## config.mk

```make
export PLATFORM = sky130hd
export DESIGN_NAME = branch_predictor_2bit_flat
export DESIGN_NICKNAME = d
export VERILOG_FILES = /design/src/rtl/branch_predictor_2bit_pkg.sv /design/src/rtl/branch_predictor_2bit_if.sv /design/src/rtl/branch_predictor_2bit_sat_ctr2.sv /design/src/rtl/branch_predictor_2bit.sv /design/src/flat_wrapper.sv
export SDC_FILE = /design/constraint.sdc
export NUM_CORES = 2
export LEC_CHECK = 0
export CAP_MARGIN = 20
export CORE_MARGIN = 3
export CORE_UTILIZATION = 30
export CTS_CLUSTER_DIAMETER = 120
export DETAILED_ROUTE_END_ITERATION = 16
export GPL_ROUTABILITY_DRIVEN = 0
export PLACE_DENSITY = 0.54
export SLEW_MARGIN = 20
export SYNTH_ARGS = -nofsm -noshare
export SYNTH_HDL_FRONTEND = slang
export SYNTH_SLANG_ARGS = --single-unit
export TNS_END_PERCENT = 5
```

## constraint.sdc

```tcl
create_clock -name clk_i -period 12.9 [get_ports clk_i]
set_input_delay 1.935 -clock clk_i [delete_from_list [all_inputs] [get_ports clk_i]]
set_output_delay 1.935 -clock clk_i [all_outputs]
set_load 0.005 [all_outputs]
```

## src/rtl/branch_predictor_2bit_pkg.sv

```systemverilog
// Shared types for the fetch-stage branch target buffer.
package bp_pkg;

    localparam int unsigned XLEN = 32;

    // Opcode class of control-transfer instructions (op_ex[6:4]).
    localparam logic [2:0] OP_CTRL = 3'b110;

    // Tag field sized for the smallest legal table (ENTRIES=2); larger tables zero-extend.
    localparam int unsigned TAG_MAX_W = XLEN - 3;

    typedef enum logic [1:0] {
        SNT = 2'b00,
        WNT = 2'b01,
        WT  = 2'b10,
        ST  = 2'b11
    } ctr_t;

    typedef struct packed {
        logic                 valid;
        logic [TAG_MAX_W-1:0] tag;
        logic [XLEN-1:0]      target;
        ctr_t                 ctr;
    } btb_entry_t;

    function automatic int unsigned tag_w(input int unsigned entries);
        return XLEN - 2 - $clog2(entries);
    endfunction

endpackage

```

## src/rtl/branch_predictor_2bit_if.sv

```systemverilog
// Fetch lookup, EX resolution and performance-counter signals of the predictor.
interface bp_if;
    import bp_pkg::*;

    logic [XLEN-1:0] pc_IF_i;
    logic            stall_i;
    logic            upd_valid_i;
    logic [XLEN-1:0] upd_pc_i;
    logic            upd_taken_i;
    logic [XLEN-1:0] upd_target_i;
    logic            mispredict_i;
    logic [XLEN-1:0] redirect_pc_i;
    logic            pred_taken_o;
    logic [XLEN-1:0] pred_target_o;
    logic [XLEN-1:0] next_pc_o;
    logic [XLEN-1:0] br_cnt_o;
    logic [XLEN-1:0] miss_cnt_o;

    modport master (
        output pc_IF_i, stall_i, upd_valid_i, upd_pc_i, upd_taken_i,
               upd_target_i, mispredict_i, redirect_pc_i,
        input  pred_taken_o, pred_target_o, next_pc_o, br_cnt_o, miss_cnt_o
    );

    modport slave (
        input  pc_IF_i, stall_i, upd_valid_i, upd_pc_i, upd_taken_i,
               upd_target_i, mispredict_i, redirect_pc_i,
        output pred_taken_o, pred_target_o, next_pc_o, br_cnt_o, miss_cnt_o
    );

endinterface

```

## src/rtl/branch_predictor_2bit_sat_ctr2.sv

```systemverilog
// Next-state function of a 2-bit saturating direction counter.
module sat_ctr2
    import bp_pkg::*;
(
    input  ctr_t ctr_i,
    input  logic taken_i,
    output ctr_t ctr_o
);

    always_comb begin
        ctr_o = ctr_i;
        unique case (ctr_i)
            SNT: ctr_o = taken_i ? WNT : SNT;
            WNT: ctr_o = taken_i ? WT  : SNT;
            WT:  ctr_o = taken_i ? ST  : WNT;
            ST:  ctr_o = taken_i ? ST  : WT;
            default: ctr_o = ctr_i;
        endcase
    end

endmodule

```

## src/rtl/branch_predictor_2bit.sv

```systemverilog
// Direct-mapped BTB with 2-bit counters: combinational next-PC lookup,
// EX-stage training and saturating branch/mispredict counters.
module branch_predictor_2bit
    import bp_pkg::*;
#(
    parameter int unsigned ENTRIES = 32
) (
    input  logic clk_i,
    input  logic rst_ni,
    bp_if.slave  bp
);

    localparam int unsigned IDX = $clog2(ENTRIES);

    btb_entry_t btb_q [ENTRIES];
    btb_entry_t btb_d [ENTRIES];

    logic [XLEN-1:0] br_cnt_q, br_cnt_d;
    logic [XLEN-1:0] miss_cnt_q, miss_cnt_d;

    logic [IDX-1:0]       lk_idx;
    logic [TAG_MAX_W-1:0] lk_tag;
    btb_entry_t           lk_entry;
    logic                 lk_hit;

    logic [IDX-1:0]       up_idx;
    logic [TAG_MAX_W-1:0] up_tag;
    btb_entry_t           up_entry;
    logic                 up_hit;
    ctr_t                 up_ctr_nxt;

    logic unused_pc_lsbs;
    assign unused_pc_lsbs = ^{bp.pc_IF_i[1:0], bp.upd_pc_i[1:0]};

    // Fetch-side lookup sees only the registered table (pre-update contents).
    always_comb begin
        lk_idx   = bp.pc_IF_i[IDX+1:2];
        lk_tag   = TAG_MAX_W'(bp.pc_IF_i[XLEN-1:IDX+2]);
        lk_entry = btb_q[lk_idx];
        lk_hit   = lk_entry.valid && (lk_entry.tag == lk_tag);
    end

    assign bp.pred_taken_o  = lk_hit && lk_entry.ctr[1];
    assign bp.pred_target_o = lk_hit ? lk_entry.target : '0;

    always_comb begin
        if (bp.mispredict_i) begin
            bp.next_pc_o = bp.redirect_pc_i;
        end else if (bp.stall_i) begin
            bp.next_pc_o = bp.pc_IF_i;
        end else if (bp.pred_taken_o) begin
            bp.next_pc_o = bp.pred_target_o;
        end else begin
            bp.next_pc_o = bp.pc_IF_i + XLEN'(4);
        end
    end

    always_comb begin
        up_idx   = bp.upd_pc_i[IDX+1:2];
        up_tag   = TAG_MAX_W'(bp.upd_pc_i[XLEN-1:IDX+2]);
        up_entry = btb_q[up_idx];
        up_hit   = up_entry.valid && (up_entry.tag == up_tag);
    end

    sat_ctr2 u_sat_ctr2 (
        .ctr_i   (up_entry.ctr),
        .taken_i (bp.upd_taken_i),
        .ctr_o   (up_ctr_nxt)
    );

    // Training: hits move the counter, taken misses (re)allocate at WT.
    always_comb begin
        btb_d = btb_q;
        if (bp.upd_valid_i) begin
            if (up_hit) begin
                btb_d[up_idx].ctr = up_ctr_nxt;
                if (bp.upd_taken_i) begin
                    btb_d[up_idx].target = bp.upd_target_i;
                end
            end else if (bp.upd_taken_i) begin
                btb_d[up_idx].valid  = 1'b1;
                btb_d[up_idx].tag    = up_tag;
                btb_d[up_idx].target = bp.upd_target_i;
                btb_d[up_idx].ctr    = WT;
            end
        end
    end

    always_comb begin
        br_cnt_d   = br_cnt_q;
        miss_cnt_d = miss_cnt_q;
        if (bp.upd_valid_i && (br_cnt_q != '1)) begin
            br_cnt_d = br_cnt_q + XLEN'(1);
        end
        if (bp.upd_valid_i && bp.mispredict_i && (miss_cnt_q != '1)) begin
            miss_cnt_d = miss_cnt_q + XLEN'(1);
        end
    end

    always_ff @(posedge clk_i) begin
        if (!rst_ni) begin
            for (int i = 0; i < int'(ENTRIES); i++) begin
                btb_q[i].valid  <= 1'b0;
                btb_q[i].tag    <= '0;
                btb_q[i].target <= '0;
                btb_q[i].ctr    <= WNT;
            end
            br_cnt_q   <= '0;
            miss_cnt_q <= '0;
        end else begin
            btb_q      <= btb_d;
            br_cnt_q   <= br_cnt_d;
            miss_cnt_q <= miss_cnt_d;
        end
    end

    assign bp.br_cnt_o   = br_cnt_q;
    assign bp.miss_cnt_o = miss_cnt_q;

endmodule

```

## src/flat_wrapper.sv

```systemverilog
// flat-port wrapper written by rule: the top's interface ports become plain ports
module branch_predictor_2bit_flat import bp_pkg::*;
#(
    parameter int unsigned ENTRIES = 32
)
  (clk_i, rst_ni, bp_pc_IF_i, bp_stall_i, bp_upd_valid_i, bp_upd_pc_i, bp_upd_taken_i, bp_upd_target_i, bp_mispredict_i, bp_redirect_pc_i, bp_pred_taken_o, bp_pred_target_o, bp_next_pc_o, bp_br_cnt_o, bp_miss_cnt_o);
  bp_if bp_i ();
  input  logic clk_i;
  input  logic rst_ni;
  input wire logic [$bits(bp_i.pc_IF_i)-1:0] bp_pc_IF_i;
  input wire logic [$bits(bp_i.stall_i)-1:0] bp_stall_i;
  input wire logic [$bits(bp_i.upd_valid_i)-1:0] bp_upd_valid_i;
  input wire logic [$bits(bp_i.upd_pc_i)-1:0] bp_upd_pc_i;
  input wire logic [$bits(bp_i.upd_taken_i)-1:0] bp_upd_taken_i;
  input wire logic [$bits(bp_i.upd_target_i)-1:0] bp_upd_target_i;
  input wire logic [$bits(bp_i.mispredict_i)-1:0] bp_mispredict_i;
  input wire logic [$bits(bp_i.redirect_pc_i)-1:0] bp_redirect_pc_i;
  output wire logic [$bits(bp_i.pred_taken_o)-1:0] bp_pred_taken_o;
  output wire logic [$bits(bp_i.pred_target_o)-1:0] bp_pred_target_o;
  output wire logic [$bits(bp_i.next_pc_o)-1:0] bp_next_pc_o;
  output wire logic [$bits(bp_i.br_cnt_o)-1:0] bp_br_cnt_o;
  output wire logic [$bits(bp_i.miss_cnt_o)-1:0] bp_miss_cnt_o;
  assign bp_i.pc_IF_i = bp_pc_IF_i;
  assign bp_i.stall_i = bp_stall_i;
  assign bp_i.upd_valid_i = bp_upd_valid_i;
  assign bp_i.upd_pc_i = bp_upd_pc_i;
  assign bp_i.upd_taken_i = bp_upd_taken_i;
  assign bp_i.upd_target_i = bp_upd_target_i;
  assign bp_i.mispredict_i = bp_mispredict_i;
  assign bp_i.redirect_pc_i = bp_redirect_pc_i;
  assign bp_pred_taken_o = bp_i.pred_taken_o;
  assign bp_pred_target_o = bp_i.pred_target_o;
  assign bp_next_pc_o = bp_i.next_pc_o;
  assign bp_br_cnt_o = bp_i.br_cnt_o;
  assign bp_miss_cnt_o = bp_i.miss_cnt_o;
  branch_predictor_2bit #(.ENTRIES(ENTRIES)) u_core (.clk_i(clk_i), .rst_ni(rst_ni), .bp(bp_i));
endmodule
```

==> impl_metrics.csv <==
group,metric,value,unit
outcome,status,"completed",
synthesis,netlist_top_cells_count,"nand2_1 (2,187), dfxtp_1 (1,984), a21boi_0 (1,067), mux2i_1 (962), nor2b_1 (816)",
route,num_vias,76400,
route,routed_via_density,5.423,
synthesis,avgSynthCellArea,9.999,sq um
critical_path,critPathTopFamily,"simple AND/OR/NAND/NOR gates",
clock_tree,clock_path_buffers,4,
timing,period_needed,10.76,ns
power_and_ir_drop,p_leak,0.04086,uW
timing,layout_setup_ws,2.140,ns
route,drtIter0Drc,7661,
timing,fin_crit_sh,0.8341,
synthesis,ys_seq_area_frac,0.4036,
power_and_ir_drop,p_int,10200,uW
die,core_area,325300,sq um
synthesis,synth_area_leaders,"dfxtp_1 (40%), mux4_2 (16%), mux2i_1 (9.8%), nand2_1 (8.3%), a21boi_0 (8.1%)",
die,row_count,209,
cells_and_area,nFillCells,32490,
clock_tree,numCtsBuffers,222,
power_and_ir_drop,pwr_density_cell,120.5,nW/um^2
cells_and_area,layout-drive-gt1-share,0.1496,
placed_design,post-place-ws,2.238,ns
die,die_area,334900,sq um
critical_path,crit_top_cell,"buf_4",
worst_hold_path,hp-start,"u_core.btb_q[1615]",
clock_tree,ctsHoldBuffers,0,
worst_hold_path,hold_path_end,"u_core.btb_q[1615]",
synthesis,synth_edf_count,0,
timing,finalSetupTns,0,ns
clock_tree,cts_tree,"yes",
synthesis,synth_area,98400,sq um
critical_path,cpPeakStageDelay,0.92,ns
synthesis,ys_ff_latch,1984,
clock_tree,insertion_delay,0.93,ns
timing,hold_viol,0,
timing,setup_viol,0,
synthesis,ys_async_sr_fraction,0,
critical_path,crit_start,"bp_pc_IF_i[2]",
critical_path,crit_buf_inv,5,
critical_path,crit_type,"primary input to output port",
synthesis,ys_types,76,
cells_and_area,multi_input_area,54800,sq um
timing,worstMarginPinSlew,1.262,ns
synthesis,yosysTopAreaCellShare,0.4036,
synthesis,synth_most_common_cell,"nand2_1",
critical_path,crit_required,10.97,ns
timing,drv_slew,0,
power_and_ir_drop,p_sw,3323,uW
global_route,track_usage,0.2155,
placed_design,io_buffers,260,
route,routed_wl,373600,microns
global_route,grt_pass1_vias,75690,
placed_design,place_hpwl,213900,microns
route,dr.pass1.iters,6,
critical_path,critical_path_depth,15,
global_route,grt_max_degree,249,
job,cap_violations,0,
route,ant_nets,0,
die,fp.dieH,578.7,microns
critical_path,crit_chain,"buf_8, buf_4, mux4_2, a22o_1, a2111oi_0, nor3_1, nor4b_1, buf_4, nand4_1, nor4_4, buf_4, or2_2, nor2_1, a211o_1, clkdlybuf4s50_1",
worst_hold_path,hold-path-cell-count,2,
clock_tree,htreeDepth,4,
timing,slew_headroom,0.1586,
critical_path,r2r_start,"u_core.btb_q[809]",
global_route,grt_pass1_wl,535600,microns
timing,rsz0062_at_grt,"false",
power_and_ir_drop,combPwrFrac,0.069,
synthesis,synth.net_count,9978,
critical_path,cp-end-kind,"output port",
cells_and_area,synthToLayoutAreaGrowth,14.03,%
critical_path,critical_path.slowest_cell,"nor4b_1",
power_and_ir_drop,power.clock.fraction,0.475,
power_and_ir_drop,switching_share,0.2458,
synthesis,synthCells,9841,
timing,fin_skew,0.1191,ns
clock_tree,cts_resized,0,
critical_path,regToRegSetupSlack,7.53,ns
clock_tree,cts_sinks,1984,
critical_path,r2r-end,"u_core.btb_q[897]",
clock_tree,post-cts-setup-buffers,0,
critical_path,cp.arrival,8.82,ns
synthesis,synth-warning-count,0,
critical_path,r2r_cells,11,
timing,fmax,92.94,MHz
route,wl_per_cell,26.52,microns
worst_hold_path,hold_path_class,"flop to flop",
synthesis,ys.flop_type,"dfxtp_1",
die,start_util,0.3025,
critical_path,startpoint_type,"primary input",
synthesis,yosys.area.top_type,"dfxtp_1",
power_and_ir_drop,pwr-share-seq,0.456,
route,drc,0,
global_route,grt_overflow_total,0,
clock_tree,cts.reportedPaths.clkPinSlew,0.06,ns
cells_and_area,regArea,39720,sq um
cells_and_area,final_cells,14090,
die,pin_count,263,
global_route,antenna_found_initial,29,
die,die_w,578.7,microns
critical_path,path_max_fanout,52,
power_and_ir_drop,vdd_drop_max,0.1174,mV
placed_design,placedCellCount,13680,
clock_tree,cts_root_buf,"clkbuf_16",
cells_and_area,nets,9717,
## cells by family (layout without fill, tap and decap cells)
| kind of cell | after synthesis | in the layout | synth area share |
|---|---|---|---|
| flip-flops | 1984 | 1984 | 0.4036 |
| AO/OA/AOI/OAI | 1591 | 1591 | 0.1214 |
| multiplexers | 1672 | 1672 | 0.2597 |
| other | 0 | 18 | 0 |
| XOR/XNOR | 96 | 96 | 0.008545 |
| adder cells (fa/ha/maj) | 3 | 3 | 0.0003815 |
| buffers and inverters | 1079 | 984 | 0.04767 |
| AND/OR/NAND/NOR | 3416 | 3416 | 0.1587 |
## per-layer routing
metal | vias to the layer above | track usage | share of wire
met5 | - | 0 | 0.00015
met3 | 783 | 0.03501 | 0.073
met2 | 3170 | 0.3490 | 0.47
met4 | 8 | 0.1121 | 0.053
met1 | 38550 | 0.2764 | 0.41
li1 | 33880 | - | -
## worst max path at each step
stage               slack (ns)               to
floorplan                 5.63  bp_next_pc_o[5]
global placement          2.22  bp_next_pc_o[6]
CTS                       2.21  bp_next_pc_o[6]
global route              2.00  bp_next_pc_o[6]
detailed placement        2.24  bp_next_pc_o[6]
finish                    2.14  bp_next_pc_o[6]
## worst reg2reg max path, cell delays in order (launching register included)
cell and delay [ns]:
dfxtp_1 0.32, mux4_2 0.51, a22oi_1 0.22, nand4_1 0.15, xor2_1 0.27, nor4_1 0.99
nand3_4 0.88, nor2_2 0.76, nor2_2 0.05, buf_4 0.27, o31ai_1 0.53, a2bb2o_1 0.31
## state kept, by name (all words and copies together) (netlist names)
name / flops
u_core.bp.br_cnt_o: 32
u_core.bp.miss_cnt_o: 32
u_core.btb_q: 1920
## layout by cell type, fill, tap and decap left out, types with 50 or more instances in the layout
cell,instances
clkbuf_8,50
mux4_2,704
and2_1,61
nand2_1,2155
inv_1,83
nor2b_1,813
clkdlybuf4s50_1,247
a22oi_1,125
dfxtp_1,1984
xnor2_1,50
a21boi_0,1067
clkbuf_16,223
mux2i_1,958
buf_4,234
nor2_1,83
## final cells by class
cell class | instances | area share
repair buffers | 508 | 0.04122
clock inverters | 69 | 0.007393
well taps | 4325 | 0.04823
flip-flops and latches | 1984 | 0.3540
diodes | 18 | 0.0004014
multi-input cells | 6778 | 0.4884
inverters | 86 | 0.002944
clock buffers | 321 | 0.05747
## power by group through the flow
stage          Clock (uW)  Combinational (uW)  Sequential (uW)
3_3_place_gp            0                 915             6300
2_1_floorplan           0                 576             6300
3_5_place_dp            0                 922             6300
6_report             6420                 929             6170
5_1_grt              6780                 970             6170
4_1_cts              6540                 924             6170
## stage by stage
stage | instance area [sq um] | util | hold WS (ns) | power (uW)
floorplan | 98400 | - | 0.4301 | 6876
global placement | 104800 | 0.3222 | 0.4476 | 7217
detailed placement | 104900 | 0.3223 | 0.4558 | 7227
CTS | 112100 | 0.3447 | 0.4639 | 13640
global route | 112200 | 0.3449 | 0.4777 | 13920
finish | 112200 | 0.3449 | 0.4612 | 13520
Note: power is estimated with default switching activity, not from simulation.
